**src/rtl/interleaved_burst_reader_if.sv**
```systemverilog
// interleaved_burst_reader_if: request, output stream and memory port bundle for the burst reader.
interface interleaved_burst_reader_if #(
    parameter int M = 8,
    parameter int K = 11
);
    logic           i_start;
    logic [K-1:0]   i_base_addr;
    logic [K:0]     i_len;
    logic           o_busy;
    logic           o_done;
    logic [M-1:0]   o_out_data;
    logic           o_out_valid;
    logic           i_out_ready;
    logic [K-1:0]   o_mem_A;
    logic           o_mem_WE;
    logic [M-1:0]   o_mem_WD;
    logic [M-1:0]   i_mem_RA;
    logic [2*M-1:0] i_mem_RAdouble;
    modport slave (
        input  i_start, i_base_addr, i_len, i_out_ready, i_mem_RA, i_mem_RAdouble,
        output o_busy, o_done, o_out_data, o_out_valid, o_mem_A, o_mem_WE, o_mem_WD
    );
    modport master (
        output i_start, i_base_addr, i_len, i_out_ready, i_mem_RA, i_mem_RAdouble,
        input  o_busy, o_done, o_out_data, o_out_valid, o_mem_A, o_mem_WE, o_mem_WD
    );
endinterface

```
**src/rtl/interleaved_burst_reader.sv**
```systemverilog
// interleaved_burst_reader: burst reader fetching word pairs from even addresses, in-order valid/ready output.
module interleaved_burst_reader #(
    parameter int M = 8,
    parameter int K = 11
) (
    input logic clk,
    input logic rst,
    interleaved_burst_reader_if.slave bus
);
    typedef enum logic [1:0] {IDLE, RUN, FLUSH, DONE} state_t;
    state_t       r_state, w_next;
    logic [K-1:0] r_addr, w_addr;
    logic [K:0]   r_rem, w_rem;
    logic [M-1:0] r_data, w_data, r_spare, w_spare;
    logic         r_valid, w_valid, r_spare_valid, w_spare_valid;
    logic         w_slot_free, w_take_spare, w_dbl, w_sgl;
    always_comb begin
        w_slot_free   = !r_valid || bus.i_out_ready;
        w_take_spare  = (r_state == RUN || r_state == FLUSH) && r_spare_valid && w_slot_free;
        w_dbl         = r_state == RUN && !w_take_spare && w_slot_free && !r_addr[0] && r_rem >= (K+1)'(2);
        w_sgl         = r_state == RUN && !w_take_spare && !w_dbl && w_slot_free && r_rem != '0;
        w_next        = r_state;
        w_addr        = r_addr;
        w_rem         = r_rem;
        w_data        = r_data;
        w_spare       = r_spare;
        w_spare_valid = r_spare_valid;
        w_valid       = r_valid && !bus.i_out_ready;
        if (w_take_spare) begin
            w_data        = r_spare;
            w_valid       = 1'b1;
            w_spare_valid = 1'b0;
        end
        // upper half of the double read is the even (lower-address) word
        if (w_dbl) begin
            w_data        = bus.i_mem_RAdouble[2*M-1:M];
            w_spare       = bus.i_mem_RAdouble[M-1:0];
            w_spare_valid = 1'b1;
            w_valid       = 1'b1;
            w_addr        = r_addr + K'(2);
            w_rem         = r_rem - (K+1)'(2);
        end
        if (w_sgl) begin
            w_data  = bus.i_mem_RA;
            w_valid = 1'b1;
            w_addr  = r_addr + K'(1);
            w_rem   = r_rem - (K+1)'(1);
        end
        case (r_state)
            IDLE: if (bus.i_start) begin
                w_next = RUN;
                w_addr = bus.i_base_addr;
                w_rem  = bus.i_len;
            end
            RUN:     if (w_rem == '0) w_next = FLUSH;
            FLUSH:   if (!r_spare_valid && w_slot_free) w_next = DONE;
            default: w_next = IDLE;
        endcase
    end
    always_ff @(posedge clk or posedge rst)
        if (rst) begin
            r_state       <= IDLE;
            r_addr        <= '0;
            r_rem         <= '0;
            r_data        <= '0;
            r_spare       <= '0;
            r_valid       <= 1'b0;
            r_spare_valid <= 1'b0;
        end else begin
            r_state       <= w_next;
            r_addr        <= w_addr;
            r_rem         <= w_rem;
            r_data        <= w_data;
            r_spare       <= w_spare;
            r_valid       <= w_valid;
            r_spare_valid <= w_spare_valid;
        end
    assign bus.o_busy      = r_state != IDLE;
    assign bus.o_done      = r_state == DONE;
    assign bus.o_out_data  = r_data;
    assign bus.o_out_valid = r_valid;
    assign bus.o_mem_A     = r_state == RUN ? r_addr : '0;
    assign bus.o_mem_WE    = 1'b0;
    assign bus.o_mem_WD    = '0;
endmodule

```
**src/flat_wrapper.sv**
```systemverilog
// flat-port wrapper written by rule: the top's interface ports become plain ports
module interleaved_burst_reader_flat 
#(
    parameter int M = 8,
    parameter int K = 11
)
  (clk, rst, bus_i_start, bus_i_base_addr, bus_i_len, bus_i_out_ready, bus_i_mem_RA, bus_i_mem_RAdouble, bus_o_busy, bus_o_done, bus_o_out_data, bus_o_out_valid, bus_o_mem_A, bus_o_mem_WE, bus_o_mem_WD);
  interleaved_burst_reader_if #(.M(M), .K(K)) bus_i ();
  input logic clk;
  input logic rst;
  input wire logic [$bits(bus_i.i_start)-1:0] bus_i_start;
  input wire logic [$bits(bus_i.i_base_addr)-1:0] bus_i_base_addr;
  input wire logic [$bits(bus_i.i_len)-1:0] bus_i_len;
  input wire logic [$bits(bus_i.i_out_ready)-1:0] bus_i_out_ready;
  input wire logic [$bits(bus_i.i_mem_RA)-1:0] bus_i_mem_RA;
  input wire logic [$bits(bus_i.i_mem_RAdouble)-1:0] bus_i_mem_RAdouble;
  output wire logic [$bits(bus_i.o_busy)-1:0] bus_o_busy;
  output wire logic [$bits(bus_i.o_done)-1:0] bus_o_done;
  output wire logic [$bits(bus_i.o_out_data)-1:0] bus_o_out_data;
  output wire logic [$bits(bus_i.o_out_valid)-1:0] bus_o_out_valid;
  output wire logic [$bits(bus_i.o_mem_A)-1:0] bus_o_mem_A;
  output wire logic [$bits(bus_i.o_mem_WE)-1:0] bus_o_mem_WE;
  output wire logic [$bits(bus_i.o_mem_WD)-1:0] bus_o_mem_WD;
  assign bus_i.i_start = bus_i_start;
  assign bus_i.i_base_addr = bus_i_base_addr;
  assign bus_i.i_len = bus_i_len;
  assign bus_i.i_out_ready = bus_i_out_ready;
  assign bus_i.i_mem_RA = bus_i_mem_RA;
  assign bus_i.i_mem_RAdouble = bus_i_mem_RAdouble;
  assign bus_o_busy = bus_i.o_busy;
  assign bus_o_done = bus_i.o_done;
  assign bus_o_out_data = bus_i.o_out_data;
  assign bus_o_out_valid = bus_i.o_out_valid;
  assign bus_o_mem_A = bus_i.o_mem_A;
  assign bus_o_mem_WE = bus_i.o_mem_WE;
  assign bus_o_mem_WD = bus_i.o_mem_WD;
  interleaved_burst_reader #(.M(M), .K(K)) u_core (.clk(clk), .rst(rst), .bus(bus_i));
endmodule
```
**config.mk**
```make
export PLATFORM = sky130hd
export DESIGN_NAME = interleaved_burst_reader_flat
export DESIGN_NICKNAME = d
export VERILOG_FILES = /design/src/rtl/interleaved_burst_reader_if.sv /design/src/rtl/interleaved_burst_reader.sv /design/src/flat_wrapper.sv
export SDC_FILE = /design/constraint.sdc
export NUM_CORES = 1
export LEC_CHECK = 0
export CAP_MARGIN = 0
export CORE_UTILIZATION = 45
export DETAILED_ROUTE_END_ITERATION = 7
export PLACE_DENSITY = 0.88
export SETUP_SLACK_MARGIN = 0.02
export SYNTH_ARGS = -nofsm -noshare
export SYNTH_HDL_FRONTEND = slang
export SYNTH_SLANG_ARGS = --single-unit
```
**constraint.sdc**
```tcl
create_clock -name clk -period 6.4 [get_ports clk]
set_clock_uncertainty 0.05 [all_clocks]
set_input_delay 1.28 -clock clk [delete_from_list [all_inputs] [get_ports clk]]
set_output_delay 1.28 -clock clk [all_outputs]
set_load 0.005 [all_outputs]
```
==> metrics.cfg, run 1 <==
[detailed_routing]
drt-initial-drc-count = 150
ant_nets = 0
wire_per_inst_um = 13.7
vias = 2342
totalWireLength_um = 6230
drc = 0
via_per_inst = 5.16
drtPass1Iterations = 4

[placement]
pre_cts_ws_ns = 2.18
dp_cells = 447
place.gp.congestion = 0.915
place_hpwl_um = 4660
io_buffer_count = 72

[global_routing]
antenna_found_initial = 0
grt_pass1_wl_um = 10600
grt_overflow = 0
grtUsageTotal_pct = 21.5
grt_start_max_net_pins = 44
grt_pass1_vias = 2319

[cts]
clkTransAtPathRegs_ns = 0.08
cts_hold_buffers = 0
cts_setup_buffers = 0
clockBufferDepth = 2
post_cts_resized = 0
clock-sinks = 43
h-tree-depth = 2
cts_buffers = 5
clk_latency_ns = 0.30
root_buffer = clkbuf_8
cts_tree = done

[die]
dieWidth_um = 79.6
num_rows = 27
io_pins = 82
die_y_um = 79.6
start_util_pct = 48.0
core_um2 = 5640
die_area_um2 = 6340

[pwr]
vdd_drop_max_uv = 209
design_power_total_mw = 1.53
leakagePower_nw = 1.51
p_per_area_nw_per_um2 = 432

[synthesis]
yosys-top-cells-area = dfrtp_1, nand2_1, ha_1
ys_types = 47
synth.cell_area_um2 = 2710
ys.flop_type = dfrtp_1
synth_top_cell_by_area = dfrtp_1
synthXorXnorAreaFrac_pct = 6.14
synth_edf_count = 0
synth_common_cells = nand2_1, dfrtp_1, o21ai_0
synthAdderAreaFrac_pct = 5.54
synthArstFlopShare_pct = 100
synth_top_area_share_pct = 39.7
yosysSeqAreaShare_pct = 39.7
synth_top_family_by_area = simple AND/OR/NAND/NOR gates
synthMuxAreaShare_pct = 5.26
yosysWarningCount = 0
synth_cells = 315
syn_area_per_cell_um2 = 8.60
synth_most_common_cell = nand2_1
synth-compound-area-share_pct = 14.1
yosys.area_share.simple_pct = 23.2
synth-seq-cells = 43

[worst_hold_path]
worstHoldPathCells = 2
hp-start = u_core.r_spare[3]$_DFFE_PP0N_
hold_end = u_core.r_spare[3]$_DFFE_PP0N_
worstHoldPathType = register to register

[timing]
hold_viol = 0
final.setup.tns_ns = 0
worst_slack_ns = 2.46
tightest_slew_ns = 1.08
max_freq_mhz = 254
min_period_over_period_pct = 61.5
maxSlewHeadroom_pct = 27.7
final_max_slew_viol_count = 0
setup_viol = 0
fin_crit_ns = 3.94
rsz0062_at_grt = no

[cells_and_area]
area.growth.synth_to_final_pct = 31.2
n_antenna_cell = 0
layout-drive-gt1-share_pct = 6.28
final_cells = 454
fin_nets = 445

[critical_path]
reg2regPathDepth = 9
cp_common_cell = mux2_4
criticalPathCategory = primary input to register
max_stage_delay_ns = 0.46
crit_slowest_cell = a211o_2
reg2reg_to = u_core.r_state[1]$_DFFE_PP0P_
r2r_slack_ns = 3.09
path_cells = clkdlybuf4s50_1 > nand2b_1 > nand3_1 > a211o_2 > mux2_4 > nor3_2 > mux2_2 > a41oi_2 > mux2_4
worst-path-max-fanout = 16
crit_buf_inv = 1
startpoint_type = primary input
arrival_ns = 4.07
critical_path.top_delay_family = multiplexers
critical_path_required_ns = 6.54
worstSetupEndpointType = register
rr_startpoint = u_core.r_rem[0]$_DFF_PP0_

[flow_run]
max_cap_viol_count = 0

[status]
outcome = finished clean

==> through the flow <==
stage,utilization [%],instance area [um2],hold slack [ns]
after detailed placement,61.2,3450,0.416
after CTS,63.0,3560,0.436
after floorplan,-,2740,0.395
after global placement,61.2,3450,0.408
after global routing,63.0,3560,0.455
final,63.0,3560,0.438
==> layout by cell type, fill, tap and decap left out, types with 9 or more instances in the layout <==
cell type / Yosys / routed
clkdlybuf4s50_1: 0 / 72
xnor2_1: 13 / 13
dfrtp_1: 43 / 43
nand2_1: 69 / 69
ha_1: 12 / 12
inv_1: 9 / 9
o21ai_0: 27 / 27
nand3_1: 9 / 9
nor2_1: 20 / 20
a21oi_1: 16 / 16
mux2i_1: 9 / 9
conb_1: 1 / 9
and2_1: 13 / 13
==> cells by family (layout without fill, tap and decap cells) <==
group	count (synthesis)	count (layout)
compound gates	61	61
xor+xnor	19	19
fa+ha+maj	12	12
buf+inv	31	90
flops	43	43
mux	13	13
other cells	1	9
simple gates	135	135
==> worst max-delay path by stage <==
stage	from	endpoint	cells after the start	slack, ns
2_1_floorplan	bus_i_out_ready	u_core.r_state[1]$_DFFE_PP0P_	8	2.95
3_3_place_gp	bus_i_out_ready	u_core.r_state[1]$_DFFE_PP0P_	9	2.24
3_5_place_dp	bus_i_out_ready	u_core.r_state[1]$_DFFE_PP0P_	9	2.18
4_1_cts	bus_i_out_ready	u_core.r_state[1]$_DFFE_PP0P_	9	2.47
5_1_grt	bus_i_out_ready	u_core.r_addr[8]$_DFF_PP0_	9	2.22
6_report	bus_i_out_ready	u_core.r_state[1]$_DFFE_PP0P_	9	2.46
==> final cells by class <==
class | instances | area (um2)
sequential | 43 | 1080
inverter | 9 | 33.8
clock buffer | 6 | 72.6
timing repair buffer | 74 | 736
clock inverter | 1 | 30.0
tap | 72 | 90.1
fill | 487 | 2090
multi-input combinational | 249 | 1520
==> tightest hold or removal path, cell delays in order (launching register included) <==
cell     delay, ns
dfrtp_1       0.35
nand2_1       0.05
nand2_1       0.06
==> per-layer routing <==
metal | global-route usage, % | vias to the layer above | wire length [um]
li1 | - | 1171 | -
met1 | 28.1 | 1076 | 2780
met2 | 34.5 | 83 | 2890
met3 | 5.26 | 12 | 427
met4 | 7.82 | 0 | 125
met5 | 0 | - | 0
==> sequential cells by signal (all words and copies together) (netlist names) <==
| name | count |
|---|---|
| u_core.r_state | 2 |
| u_core.r_spare | 8 |
| u_core.bus.o_out_valid | 1 |
| u_core.r_addr | 11 |
| u_core.r_spare_valid | 1 |
| u_core.r_rem | 12 |
| u_core.bus.o_out_data | 8 |
==> report_power, final <==
| part | switching, mW | leakage [nW] | total [mW] | internal [mW] |
|---|---|---|---|---|
| clock network | 0.0907 | 0.0513 | 0.205 | 0.114 |
| logic | 0.407 | 0.930 | 0.785 | 0.378 |
| registers | 0.140 | 0.531 | 0.545 | 0.405 |
| total | 0.638 | 1.51 | 1.53 | 0.897 |
No activity file was read; power rests on OpenSTA's default activity.
==> run 2: changes to the inputs <==
--- a/config.mk
+++ b/config.mk
@@ -6,7 +6,7 @@
 export NUM_CORES = 1
 export LEC_CHECK = 0
 export CAP_MARGIN = 0
-export CORE_UTILIZATION = 45
+export CORE_UTILIZATION = 43
 export DETAILED_ROUTE_END_ITERATION = 7
 export PLACE_DENSITY = 0.88
 export SETUP_SLACK_MARGIN = 0.02
==> constraint.sdc (replaced) <==
create_clock -name clk -period 3.6 [get_ports clk]
set_clock_uncertainty 0.05 [all_clocks]
set_input_delay 0.72 -clock clk [delete_from_list [all_inputs] [get_ports clk]]
set_output_delay 0.72 -clock clk [all_outputs]
set_load 0.005 [all_outputs]
==> run 2 against run 1 <==
Die area increased by 4.5%. Final cell count rose by 2.2%. Highest routed layer unchanged. Wire length fell by 1.5%. Largest power group unchanged. Count of clock-buffer cells in the layout increased by 1.
==> metrics.cfg, run 2 (synthesis gave the netlist of run 1 again) <==
[status]
outcome = finished clean

[cells_and_area]
largest_register_ffs = 12
top_register = u_core.r_rem
final_area_um2 = 3580
layout_common_cells = clkdlybuf4s50_1, nand2_1, dfrtp_1
mostFrequentLayoutCell = clkdlybuf4s50_1
ff_latch_area_um2 = 1080
n_antenna_cell = 0
multiInputGateArea_um2 = 1520
area.growth.synth_to_final_pct = 32.2
fillers = 530
layout-drive-gt1-share_pct = 7.71
fin_nets = 451
reg_top3 = u_core.r_rem: 12 flops, u_core.r_addr: 11 flops
fin_util_pct = 59.8

[pwr]
vdd_drop_max_uv = 323
design_power_total_mw = 2.68
p_per_area_nw_per_um2 = 747
leakagePower_nw = 1.53

[cts]
clk_latency_ns = 0.29
cts_hold_buffers = 0
cts_buffers = 5
clkTransAtPathRegs_ns = 0.08
cts_setup_buffers = 0
cts_tree = done
clockBufferDepth = 2
post_cts_resized = 0
clock-sinks = 43
root_buffer = clkbuf_8
h-tree-depth = 2

[critical_path]
critical_path_required_ns = 3.73
criticalPathCategory = primary input to register
worstSetupEndpointType = register
startpoint_type = primary input
arrival_ns = 3.21
crit_slowest_cell = clkdlybuf4s50_1
worst-path-max-fanout = 3
critical_path.top_delay_family = multiplexers
crit_buf_inv = 1
max_stage_delay_ns = 0.45
cp_common_cell = mux2_4
path_cells = clkdlybuf4s50_1 > nand2b_1 > nand3_1 > a211o_2 > mux2_4 > nor3_2 > mux2_2 > a41oi_2 > mux2_4

[timing]
final_max_slew_viol_count = 0
hold_ws_ns = 0.439
final.setup.tns_ns = 0
max_freq_mhz = 325
min_period_over_period_pct = 85.5
rsz0062_at_grt = no
fin_crit_ns = 3.08
tightest_slew_ns = 0.896
hold_viol = 0
maxSlewHeadroom_pct = 40.2
setup_viol = 0

[flow_run]
max_cap_viol_count = 0

[die]
num_rows = 28
die_y_um = 81.4
die_area_um2 = 6620
core_um2 = 5990
io_pins = 82
dieWidth_um = 81.4
start_util_pct = 45.2

[global_routing]
grtUsageTotal_pct = 20.4
antenna_found_initial = 0
grt_pass1_wl_um = 10400
grt_start_max_net_pins = 39
grt_pass1_vias = 2235
grt_overflow = 0

[detailed_routing]
drt-initial-drc-count = 148
ant_nets = 0
drc = 0
wire_per_inst_um = 13.2
totalWireLength_um = 6130
via_per_inst = 5.10
vias = 2366
drtPass1Iterations = 4

[worst_hold_path]
worstHoldPathType = register to register

[placement]
place.gp.congestion = 0.873
post_dp_cell_area_um2 = 3500
place_hpwl_um = 4630
io_buffer_count = 72

[run 2: area by class of cell]
class,count,share of cell area [%]
clock buffer,7,2.13
inverter,9,0.943
sequential,43,30.0
multi-input combinational,249,42.4
tap,75,2.62
clock inverter,1,0.140
timing repair buffer,80,21.8
[run 2: where the power goes]
group	internal, mW	leakage (nW)	switching [mW]	total [mW]
registers	0.719	0.531	0.250	0.969
clock network	0.136	0.0422	0.160	0.296
logic	0.699	0.960	0.712	1.41
total	1.55	1.53	1.12	2.68
[run 2: routing by layer]
layer	part of all wire [%]	track usage, %	up-vias	wire length (um)
met1	48	28.6	1111	2930
li1	-	-	1183	-
met5	0	0	-	0
met3	6.5	4.83	2	400
met2	45	31.8	70	2790
met4	0.31	4.11	0	19
[run 2: final timing paths]
check / from / endpoint / slack (ns) / cells after the start
max: bus_i_out_ready / u_core.r_state[1]$_DFFE_PP0P_ / 0.52 / 9
min: u_core.r_spare[0]$_DFFE_PP0N_ / u_core.r_spare[0]$_DFFE_PP0N_ / 0.44 / 2
max reg2reg: u_core.r_state[1]$_DFFE_PP0P_ / u_core.r_state[1]$_DFFE_PP0P_ / 0.54 / 10
min reg2reg: u_core.r_spare[0]$_DFFE_PP0N_ / u_core.r_spare[0]$_DFFE_PP0N_ / 0.44 / 2
max in group asynchronous: rst / u_core.r_addr[10]$_DFF_PP0_ / 1.92 / 3
min in group asynchronous: rst / u_core.r_state[1]$_DFFE_PP0P_ / 0.76 / 2
[run 2: per-stage QoR]
step / std cells / setup slack (ns)
after floorplan: 323 / 0.707
after global placement: 456 / 0.258
after detailed placement: 456 / 0.215
after CTS: 464 / 0.524
after global routing: 464 / 0.299
final: 464 / 0.522
[run 2: worst register-to-register path, delay by kind of cell, from the launching register on]
family                     cells  cell delay (ns)
muxes                          3             1.01
AOI/OAI and AO/OA              2             0.58
and+or+nand+nor                3             0.44
DFF                            1             0.44
adders and majority gates      1             0.35
buffers and inverters          1             0.10
